--- config.mk ---
export PLATFORM = sky130hd
export DESIGN_NAME = riscv_instr_loader
export DESIGN_NICKNAME = d
export VERILOG_FILES = /design/src/rtl/riscv_loader_pkg.sv /design/src/rtl/riscv_instr_loader.sv
export SDC_FILE = /design/constraint.sdc
export NUM_CORES = 1
export LEC_CHECK = 0
export CORE_MARGIN = 1.5
export CORE_UTILIZATION = 49
export DETAILED_ROUTE_END_ITERATION = 12
export PLACE_DENSITY = 0.77
export RECOVER_POWER = 100
export REMOVE_ABC_BUFFERS = 1
export SYNTH_ARGS = -nofsm -noshare
export SYNTH_HDL_FRONTEND = slang
export SYNTH_SLANG_ARGS = --single-unit
--- constraint.sdc ---
create_clock -name clk_user -period 1.9 [get_ports clk_user]
set_input_delay 0.285 -clock clk_user [delete_from_list [all_inputs] [get_ports clk_user]]
set_output_delay 0.285 -clock clk_user [all_outputs]
set_load 0.01 [all_outputs]
--- src/rtl/riscv_loader_pkg.sv ---
// Shared types and header field layout for the instruction loader.
// Load command: header (opcode + base address), byte count, packed data.
package riscv_loader_pkg;

  typedef enum logic [2:0] {
    IDLE,
    COUNT,
    DATA,
    WRITE,
    DONE
  } state_t;

  localparam logic [7:0] LOAD_OPCODE = 8'hA5;

  localparam int OPC_MSB  = 31;
  localparam int OPC_LSB  = 24;
  localparam int ADDR_MSB = 23;

endpackage

--- src/rtl/riscv_instr_loader.sv ---
// Unpacks a vld/ack word stream into byte writes for the core's
// instruction memory, holding the core in reset while loading.
module riscv_instr_loader #(
  parameter int         PAYLOAD_BITS = 32,
  parameter int         RV_ADDR_BITS = 24,
  parameter logic [7:0] LOAD_OPCODE  = riscv_loader_pkg::LOAD_OPCODE
) (
  input  logic                    clk_user,
  input  logic                    resetn,
  input  logic [PAYLOAD_BITS-1:0] din,
  input  logic                    vld_in,
  output logic                    ack_out,
  output logic [RV_ADDR_BITS-1:0] riscv_addr,
  output logic [7:0]              riscv_dout,
  output logic                    instr_wr_en_out,
  output logic                    core_hold,
  output logic                    load_done,
  output logic                    err_hdr
);

  import riscv_loader_pkg::*;

  state_t st, nxt;

  logic [RV_ADDR_BITS-1:0] cur_addr;
  logic [RV_ADDR_BITS-1:0] remaining;
  logic [PAYLOAD_BITS-1:0] word;
  logic [1:0]              byte_idx;

  logic xfer;
  logic opc_ok;
  logic cnt_zero;

  assign ack_out  = (st == IDLE) || (st == COUNT) || (st == DATA);
  assign xfer     = vld_in && ack_out;
  assign opc_ok   = (din[OPC_MSB:OPC_LSB] == LOAD_OPCODE);
  assign cnt_zero = (din[ADDR_MSB:0] == '0);

  // All outputs derive from registers only, never from din.
  assign instr_wr_en_out = (st == WRITE);
  assign load_done       = (st == DONE);
  assign riscv_addr      = cur_addr;
  assign riscv_dout      = word[{byte_idx, 3'b000} +: 8];

  always_ff @(posedge clk_user or negedge resetn) begin
    if (!resetn) st <= IDLE;
    else         st <= nxt;
  end

  always_comb begin
    nxt = st;
    unique case (st)
      IDLE:  if (xfer && opc_ok) nxt = COUNT;
      COUNT: if (xfer) nxt = cnt_zero ? DONE : DATA;
      DATA:  if (xfer) nxt = WRITE;
      WRITE: begin
        if (remaining == RV_ADDR_BITS'(1)) nxt = DONE;
        else if (byte_idx == 2'd3)         nxt = DATA;
      end
      DONE:    nxt = IDLE;
      default: nxt = IDLE;
    endcase
  end

  always_ff @(posedge clk_user or negedge resetn) begin
    if (!resetn) begin
      cur_addr  <= '0;
      remaining <= '0;
      word      <= '0;
      byte_idx  <= '0;
      core_hold <= 1'b0;
      err_hdr   <= 1'b0;
    end else begin
      unique case (st)
        IDLE: begin
          if (xfer && opc_ok) begin
            cur_addr  <= din[ADDR_MSB:0];
            err_hdr   <= 1'b0;
            core_hold <= 1'b1;
          end else if (xfer) begin
            err_hdr <= 1'b1;
          end
        end
        COUNT: if (xfer) remaining <= din[ADDR_MSB:0];
        DATA: begin
          if (xfer) begin
            word     <= din;
            byte_idx <= '0;
          end
        end
        WRITE: begin
          cur_addr  <= cur_addr + 1'b1;
          remaining <= remaining - 1'b1;
          byte_idx  <= byte_idx + 2'd1;
        end
        DONE:    core_hold <= 1'b0;
        default: ;
      endcase
    end
  end

endmodule

==> results of run 1 <==
==> routing by layer <==
layer  track usage, %  part of all wire, %
met5                0                    0
met4             20.8                  6.1
met3             10.8                   10
met2             52.5                   47
met1             41.7                   37
==> flip-flops by register name (all words and copies together), names as in the netlist <==
register,cells
err_hdr,1
remaining,24
byte_idx,2
word,32
st,3
riscv_addr,24
core_hold,1
==> Yosys cell counts, drive strengths merged, types with 3 or more instances <==
cell    count
nand4       3
inv        10
nor4bb      3
o31ai       3
nor3       20
or4         7
o221a       3
a211oi      6
nor4       17
xnor2       3
mux2       32
or3         7
o211ai      5
o311ai      4
nand2      37
a22oi       7
dfrtp      87
o21ai      25
a311oi      6
buf         8
nand3      22
mux4        8
and3        4
a21oi      24
o32ai       3
a221o       4
ha          4
nor2       36
clkbuf     18
xor2        3
o22ai       6
or2         3
a31oi       4
==> cell families (layout without fill, tap and decap cells) <==
logic type               count (synthesis)  count (layout)  synth area share [%]
AO/OA/AOI/OAI                          113             113                  16.5
XOR/XNOR                                 6               6                  1.12
adder cells (fa/ha/maj)                  4               4                  1.07
buffers and inverters                   36             225                  3.05
flip-flops                              87              87                  46.5
multiplexers                            40              40                  11.6
AND/OR/NAND/NOR                        172             172                  20.2
==> worst paths after layout <==
kind	cells after the start	from	slack (ns)	endpoint
max	5	remaining[12]$_DFFE_PN0P_	-0.14	remaining[19]$_DFFE_PN0P_
min	1	word[12]$_DFFE_PN0P_	0.50	word[12]$_DFFE_PN0P_
max reg2reg	5	remaining[12]$_DFFE_PN0P_	-0.14	remaining[19]$_DFFE_PN0P_
min reg2reg	1	word[12]$_DFFE_PN0P_	0.50	word[12]$_DFFE_PN0P_
max in group asynchronous	3	resetn	0.40	byte_idx[0]$_DFFE_PN0P_
min in group asynchronous	2	resetn	0.51	remaining[4]$_DFFE_PN0P_
==> metrics by stage <==
stage	total power [µW]	utilization [%]	instances	worst slack, ns	cell area (µm²)
6_report	9300	74.2	776	-0.139	6860
5_1_grt	9790	74.2	776	-0.173	6860
4_1_cts	8990	72.7	769	-0.107	6720
3_5_place_dp	7410	68.4	740	-0.247	6320
3_3_place_gp	7210	68.4	740	-0.181	6320
2_1_floorplan	5180	-	432	-2.34	4570
==> power by group through the flow <==
stage / sequential (µW) / combinational [µW] / clock [µW]
detailed placement: 3050 / 4360 / 0
global route: 3120 / 5240 / 1430
finish: 3060 / 4910 / 1330
CTS: 3030 / 4620 / 1340
global placement: 2990 / 4220 / 0
floorplan: 3100 / 2070 / 0
==> critical path: cells and delay by family (launching register included) <==
| kind | cells | cell delay [ns] |
|---|---|---|
| AND/OR/NAND/NOR | 2 | 0.84 |
| AO/OA/AOI/OAI | 3 | 0.68 |
| flip-flops | 1 | 0.40 |
==> what timing repair did <==
action,in CTS,in global routing
pin swaps,8,11
gates resized for setup,62,31
setup buffers,11,7
endpoints found under the setup margin,28,47
hold endpoints to repair,28,0
hold buffers,1,0
gates cloned,1,0
==> area by class of cell <==
class	instances	area share (%)
Multi-Input combinational cell	335	37.1
Tap cell	129	2.35
Inverter	10	0.547
Clock buffer	9	1.81
Sequential cell	87	31.8
Clock inverter	7	1.06
Timing Repair Buffer	199	25.4
==> impl_metrics.csv, run 1 <==
group,metric,value,unit
sta,fmaxAchievable,0.491,GHz
finish,seq_area,2180,µm²
cts,root_buffer,"clkbuf_8",
critical_path,worstPathArrival,2.30,ns
power,pwr-share-comb,52.8,%
placement,portBuffers,71,
sta,maxSlewHeadroom,48.3,%
finish,layout_common_cells,"buf_4 (118), dfrtp_1 (85), clkdlybuf4s50_1 (59), nand2_1 (36), nor2_1 (32)",
power,peakVddDrop,897,µV
sta,finalSetupTns,-0.817,ns
run,maxCapViolCount,0,
detailed_routing,detail_route.wl_per_cell,21.6,µm
sta,finalMaxSlewViolations,0,
grt,gr-total-overflow,0,
finish,fillerInstances,616,
sta,setup_slack,-0.139,ns
placement,place_hpwl,11.8,mm
critical_path,cp_max_fo,5,
sta,worstMarginPinSlew,0.776,ns
cts,cts.clk_slew.worst_paths,0.10,ns
floorplanning,ios,72,
cts,clock-sinks,87,
power,powerDensity,1360,nW/µm²
finish,drive_gt1_share,37.1,%
detailed_routing,vias_per_cell,6.42,
cts,cts_tree,"done",
critical_path,crit_required,2.16,ns
finish,nets,681,
grt,grt_max_degree,60,
floorplanning,dieHeight,101,µm
grt,grt_pass1_vias,4940,
synth,yosys_warnings,0,
synth,synthCells,458,
synth,synth_edf_count,0,
finish,multiInputGateArea,2540,µm²
detailed_routing,vias,4982,
synth,synth_area_leaders,"dfrtp_1 (47%), mux2_2 (7.0%), mux4_2 (3.9%), nand2_1 (3.0%), nor2_1 (2.9%)",
run_status,outcome,"complete, but fails checks",
power,clockPowerShare,14.3,%
synth,async_flop_share,100,%
power,leakage,0.00287,µW
sta,setup_viol,15,
critical_path,path_cells,"or4_4, nand4b_4, o311ai_4, o41ai_1, a221o_1",
power,seqPwrFrac,32.9,%
power,p_int,5650,µW
floorplanning,die-area,10100,µm²
floorplanning,die_x,101,µm
sta,finalHoldViolations,0,
sta,finClkSkew,0.00932,ns
sta,holdWs,0.498,ns
synth,synth.yosys.seq_area_share,46.5,%
detailed_routing,firstDrtPassIters,7,
floorplanning,placementRows,35,
synth,avgSynthCellArea,10.2,µm²
placement,globalplace.congestion,0.971,
power,swShare,39.3,%
synth,netlist_area,4680,µm²
synth,synth_seq_cells,87,
sta,rsz0062_at_grt,"yes",
detailed_routing,ant_nets,0,
power,p_switching,3650,µW
cts,cts_made_buffers,9,
cts,clk_path_buf_depth,2,
cts,clock_latency,0.38,ns
finish,syn_to_final_growth,46.6,%
grt,grt_antenna_before_repair,0,
synth,synth_top_area_share,46.5,%
hold_path,hp-class,"register to register",
critical_path,end_kind,"register",
detailed_routing,drtIter0Drc,415,
detailed_routing,drcViolationCount,0,
floorplanning,start_util,50.6,%
synth,synth_cell_type_count,64,
grt,grt_usage,34.1,%
critical_path,crit_slowest_cell,"or4_4",
critical_path,slowest_delay,0.57,ns
synth,synth-main-ff-cell,"dfrtp_1",
detailed_routing,wl,16.7,mm
critical_path,crit_path_start_kind,"register",
cts,htree_levels,3,
grt,grt_pass1_wl,25.7,mm
sta,layout_min_cycle_time,2.04,ns
floorplanning,core-area,9240,µm²
synth,yosysTopAreaCell,"dfrtp_1",
critical_path,critPathKind,"register to register",
finish,diodes,0,
finish,layout_commonest_cell,"buf_4",
sta,finalCritPeriodShare,107,%
run_status,violations,"setup timing",
Note: power is estimated with default switching activity, not from simulation.
==> inputs of run 2 (changes only) <==
--- a/config.mk
+++ b/config.mk
@@ -5,8 +5,9 @@
 export SDC_FILE = /design/constraint.sdc
 export NUM_CORES = 1
 export LEC_CHECK = 0
-export CORE_MARGIN = 1.5
+export CORE_MARGIN = 2
 export CORE_UTILIZATION = 49
+export CTS_CLUSTER_DIAMETER = 30
 export DETAILED_ROUTE_END_ITERATION = 12
 export PLACE_DENSITY = 0.77
 export RECOVER_POWER = 100
==> impl_metrics.csv, run 2 (synthesis gave the netlist of run 1 again) <==
group,metric,value,unit
floorplanning,core-area,9240,µm²
finish,layout_commonest_cell,"buf_4",
placement,place_area,6340,µm²
critical_path,crit_slowest_cell,"or4_4",
finish,syn_to_final_growth,53.2,%
finish,drive_gt1_share,42.2,%
critical_path,cp_num_buf_inv,0,
grt,grt_usage,34.2,%
finish,diodes,0,
cts,root_buffer,"clkbuf_8",
detailed_routing,firstDrtPassIters,6,
sta,holdWs,0.511,ns
placement,place_hpwl,11.6,mm
detailed_routing,drtIter0Drc,666,
sta,rsz0062_at_grt,"yes",
cts,clk_path_buf_depth,2,
cts,cts_tree,"done",
sta,layout_min_cycle_time,2.10,ns
run_status,violations,"setup timing",
cts,cts_made_buffers,9,
hold_path,hold_start,"word[17]$_DFFE_PN0P_",
finish,regMostFlops,"word",
grt,grt_pass1_vias,4837,
sta,finalMaxSlewViolations,0,
finish,finish.utilization,77.6,%
floorplanning,dieHeight,102,µm
critical_path,crit_required,2.15,ns
detailed_routing,vias_per_cell,6.69,
critical_path,r2r_cells,5,
power,peakVddDrop,1210,µV
sta,fmaxAchievable,0.475,GHz
finish,largest_reg_flops,32,
placement,portBuffers,71,
critical_path,end_kind,"register",
sta,maxSlewHeadroom,40.8,%
placement,globalplace.congestion,0.997,
power,leakage,0.00299,µW
critical_path,worstPathArrival,2.35,ns
cts,cts.clk_slew.worst_paths,0.10,ns
sta,finalHoldViolations,0,
critical_path,path_delay_family,"simple AND/OR/NAND/NOR gates",
hold_path,hp-class,"register to register",
hold_path,holdPathStages,1,
cts,clock_latency,0.37,ns
critical_path,cp_max_fo,5,
grt,grt_pass1_wl,26.4,mm
detailed_routing,ant_nets,0,
critical_path,slowest_delay,0.58,ns
grt,gr-total-overflow,0,
power,powerDensity,1350,nW/µm²
cts,clock-sinks,87,
sta,setup_viol,69,
finish,layout_common_cells,"buf_4 (115), dfrtp_1 (86), clkdlybuf4s50_1 (44), nand2_1 (32), nor2_1 (32)",
detailed_routing,drcViolationCount,0,
critical_path,ff2ff_setup_slack,-0.20,ns
detailed_routing,vias,5288,
sta,finClkSkew,0.0152,ns
sta,setup_slack,-0.204,ns
sta,worstMarginPinSlew,0.888,ns
floorplanning,die_x,102,µm
cts,htree_levels,3,
hold_path,holdPathEnd,"word[17]$_DFFE_PN0P_",
run_status,outcome,"complete, but fails checks",
run,maxCapViolCount,0,
detailed_routing,detail_route.wl_per_cell,24.0,µm
floorplanning,placementRows,35,
detailed_routing,wl,19.0,mm
floorplanning,ios,72,
finish,final_area,7170,µm²
grt,grt_max_degree,45,
grt,grt_antenna_before_repair,0,
critical_path,critPathKind,"register to register",
finish,nets,695,
floorplanning,start_util,50.6,%
critical_path,path_cells,"or4_4, nand4b_4, o311ai_2, o41ai_1, a221o_1",
critical_path,r2r-end,"remaining[19]$_DFFE_PN0P_",
critical_path,crit_path_start_kind,"register",
critical_path,rr_startpoint,"remaining[12]$_DFFE_PN0P_",
floorplanning,die-area,10300,µm²
sta,finalCritPeriodShare,111,%
-- run 2: changes by cell type in the layout (fill, tap and decap cells not counted), moves of 3 or more --
| cell | previous run | this run |
|---|---|---|
| o21ai_0 | 20 | 15 |
| o21ai_1 | 5 | 9 |
| nand2_1 | 36 | 32 |
| a21oi_1 | 24 | 20 |
| buf_4 | 118 | 115 |
| clkdlybuf4s50_1 | 59 | 44 |
| buf_6 | 12 | 24 |
| nand3_1 | 21 | 18 |
| nand2_2 | 1 | 4 |
| nor4_4 | 0 | 3 |
| a21oi_2 | 0 | 4 |
| dlygate4sd3_1 | 1 | 16 |
-- run 2: timing repair --
item / CTS / global route
pin swaps: 14 / 31
hold endpoints to repair: 29 / 0
gates resized for setup: 71 / 81
setup endpoints to repair: 29 / 50
setup buffers: 12 / 21
gates cloned: 1 / 1
hold buffers: 1 / 0
-- run 2: how the worst max path moves through the flow --
| stage | from | end | slack [ns] | cells past startpoint |
|---|---|---|---|---|
| global placement | vld_in | riscv_addr[11]$_DFFE_PN0P_ | -0.23 | 7 |
| floorplan | st[0]$_DFFE_PN0P_ | word[0]$_DFFE_PN0P_ | -2.34 | 2 |
| global route | remaining[1]$_DFFE_PN0P_ | remaining[10]$_DFFE_PN0P_ | -0.29 | 7 |
| finish | remaining[12]$_DFFE_PN0P_ | remaining[19]$_DFFE_PN0P_ | -0.20 | 5 |
| CTS | remaining[5]$_DFFE_PN0P_ | st[1]$_DFFE_PN0P_ | -0.12 | 5 |
| detailed placement | vld_in | riscv_addr[4]$_DFFE_PN0P_ | -0.22 | 7 |
-- run 2: power by group --
group | total [µW] | internal [µW] | leakage (µW) | switching, µW
clock network | 1350 | 521 | 0.0000985 | 824
logic | 5240 | 2620 | 0.00191 | 2620
registers | 3100 | 2540 | 0.000981 | 560
-- run 2: layer usage --
metal | wire length, µm | GRT usage, % | vias up
met5 | 0 | 0 | -
met3 | 2320 | 6.14 | 144
met1 | 6360 | 45.2 | 2544
met2 | 8780 | 53.8 | 450
met4 | 1510 | 18.2 | 0
li1 | - | - | 2150
-- run 2: final cells by class --
class                   instances  area (µm²)
well taps                     129         161
flip-flops and latches         87        2180
inverters                      10        40.0
multi-input cells             335        2720
clock buffers                   9         124
clock inverters                 7        75.1
fillers                       541        2070
repair buffers                213        1860
-- run 2: through the flow --
stage	std cells	total power, µW	TNS, ns	setup WS, ns
6_report	790	9690	-6.46	-0.204
5_1_grt	790	10100	-10.85	-0.294
4_1_cts	770	9000	-1.02	-0.123
3_5_place_dp	742	7440	-6.89	-0.222
3_3_place_gp	742	7270	-6.87	-0.229
2_1_floorplan	432	5180	-93.81	-2.34
==> inputs of run 3 (changes only) <==
--- a/config.mk
+++ b/config.mk
@@ -5,13 +5,13 @@
 export SDC_FILE = /design/constraint.sdc
 export NUM_CORES = 1
 export LEC_CHECK = 0
-export CORE_MARGIN = 2
 export CORE_UTILIZATION = 49
 export CTS_CLUSTER_DIAMETER = 30
 export DETAILED_ROUTE_END_ITERATION = 12
 export PLACE_DENSITY = 0.77
 export RECOVER_POWER = 100
 export REMOVE_ABC_BUFFERS = 1
+export SLEW_MARGIN = 30
 export SYNTH_ARGS = -nofsm -noshare
 export SYNTH_HDL_FRONTEND = slang
 export SYNTH_SLANG_ARGS = --single-unit
==> impl_metrics.csv, run 3 (synthesis gave the netlist of run 1 again) <==
group,metric,value,unit
run_status,outcome,"complete, but fails checks",
run_status,violations,"setup timing",
finish,layout_common_cells,"buf_4 (109), dfrtp_1 (85), clkdlybuf4s50_1 (59), nand2_1 (33), nor2_1 (33)",
finish,finish.utilization,76.5,%
finish,final_area,7070,µm²
finish,stdcell_count,778,
sta,maxSlewHeadroom,14.6,%
detailed_routing,drcViolationCount,0,
detailed_routing,firstDrtPassIters,5,
floorplanning,ios,72,
placement,placed_cells,745,
cts,clk_path_buf_depth,2,
detailed_routing,vias_per_cell,6.42,
detailed_routing,drtIter0Drc,375,
sta,fmaxAchievable,0.478,GHz
cts,cts.clk_slew.worst_paths,0.10,ns
finish,layout_commonest_cell,"buf_4",
sta,worstMarginPinSlew,1.28,ns
sta,finalHoldViolations,0,
sta,rsz0062_at_grt,"yes",
detailed_routing,detail_route.wl_per_cell,22.7,µm
floorplanning,dieHeight,99.7,µm
grt,grt_pass1_vias,4907,
detailed_routing,ant_nets,0,
critical_path,cp_max_fo,4,
finish,multiInputGateArea,2700,µm²
critical_path,crit_slowest_cell,"or4_4",
sta,finClkSkew,0.0116,ns
floorplanning,start_util,50.6,%
grt,grt_antenna_before_repair,0,
placement,place_hpwl,11.8,mm
floorplanning,die_x,99.7,µm
placement,place_area,6370,µm²
grt,grt_pass1_wl,26.1,mm
sta,layout_min_cycle_time,2.09,ns
power,power,9490,µW
cts,cts_made_buffers,9,
floorplanning,placementRows,35,
finish,drive_gt1_share,40.2,%
detailed_routing,met2_wirelength,8.32,mm
cts,root_buffer,"clkbuf_8",
cts,htree_levels,3,
cts,clock-sinks,87,
detailed_routing,vias,4991,
grt,grt_max_degree,39,
floorplanning,die-area,9940,µm²
finish,fillerInstances,579,
sta,finalCritPeriodShare,110,%
placement,portBuffers,71,
power,peakVddDrop,878,µV
critical_path,path_cells,"or4_4, nand4b_4, buf_4, o311ai_4, o41ai_1, a221o_1",
sta,setup_slack,-0.194,ns
detailed_routing,met3_length,1.63,mm
critical_path,crit_path_start_kind,"register",
hold_path,hp-class,"register to register",
finish,diodes,0,
finish,largest_reg_flops,32,
detailed_routing,top_layer_used,"met4",
sta,finalSetupTns,-2.00,ns
power,leakage,0.00296,µW
placement,globalplace.congestion,0.946,
grt,grt_usage,34.9,%
grt,gr-total-overflow,0,
cts,cts_tree,"done",
critical_path,end_kind,"register",
cts,clock_latency,0.37,ns
critical_path,crit_required,2.16,ns
finish,seq_area,2180,µm²
hold_path,holdPathStages,1,
floorplanning,core-area,9240,µm²
critical_path,critPathKind,"register to register",
detailed_routing,wl,17.7,mm
finish,syn_to_final_growth,51.2,%
power,powerDensity,1340,nW/µm²
sta,finalMaxSlewViolations,0,
finish,regMostFlops,"word",
finish,nets,683,
critical_path,slowest_delay,0.58,ns
critical_path,worstPathArrival,2.36,ns
run,maxCapViolCount,0,
detailed_routing,wl_met1,6.66,mm
critical_path,r2r_cells,6,
sta,setup_viol,25,
[run 3: cell types whose count changed in the layout (fill, tap and decap cells not counted), sizes merged]
cell,delta
inv,+1
dlygate4sd3,-15
dlygate4sd2,+1
buf,-13
clkinv,-1
clkdlybuf4s50,+15
[run 3: final timing paths]
check                                           from                          to  slack (ns)
max                        remaining[12]$_DFFE_PN0P_   remaining[19]$_DFFE_PN0P_       -0.19
max reg2reg                remaining[12]$_DFFE_PN0P_   remaining[19]$_DFFE_PN0P_       -0.19
min in group asynchronous                     resetn  riscv_addr[10]$_DFFE_PN0P_        0.71
min reg2reg                     word[11]$_DFFE_PN0P_        word[11]$_DFFE_PN0P_        0.52
max in group asynchronous                     resetn           st[1]$_DFFE_PN0P_        0.12
min                             word[11]$_DFFE_PN0P_        word[11]$_DFFE_PN0P_        0.52
[run 3: layout make-up]
cell class,count,share of cell area [%]
clock inverters,7,1.03
well taps,129,2.28
inverters,10,0.566
clock buffers,9,1.75
multi-input cells,335,38.2
flip-flops and latches,87,30.8
repair buffers,201,25.4
[run 3: stage by stage]
stage,setup slack [ns],hold WS [ns]
floorplan,-2.34,-0.0106
global placement,-0.178,0.203
detailed placement,-0.231,0.204
CTS,-0.131,0.358
global route,-0.245,0.533
finish,-0.194,0.516
[run 3: what timing repair did]
| item | 4_1_cts | 5_1_grt |
|---|---|---|
| endpoints found under the hold margin | 18 | 0 |
| gates resized for setup | 64 | 68 |
| hold buffers | 1 | 0 |
| setup buffers | 8 | 9 |
| endpoints found under the setup margin | 34 | 51 |
| pin swaps | 12 | 25 |
| cloned | 1 | 0 |
[run 3: report_power, final]
group	total, µW	internal, µW	switching (µW)
Sequential	3070	2540	526
Clock	1340	524	813
Combinational	5090	2590	2490
Total	9490	5660	3830
[run 3: critical path, delay by kind of cell, from the launching register on]
family | cells | cell delay [ns]
buffers and inverters | 1 | 0.19
DFF | 1 | 0.40
AOI/OAI and AO/OA | 3 | 0.58
and+or+nand+nor | 2 | 0.82
[run 3: metal layers]
metal / GRT usage (%) / vias up
li1: - / 2139
met1: 44.1 / 2460
met2: 54.1 / 304
met3: 9.28 / 88
met4: 20.4 / 0
met5: 0 / -
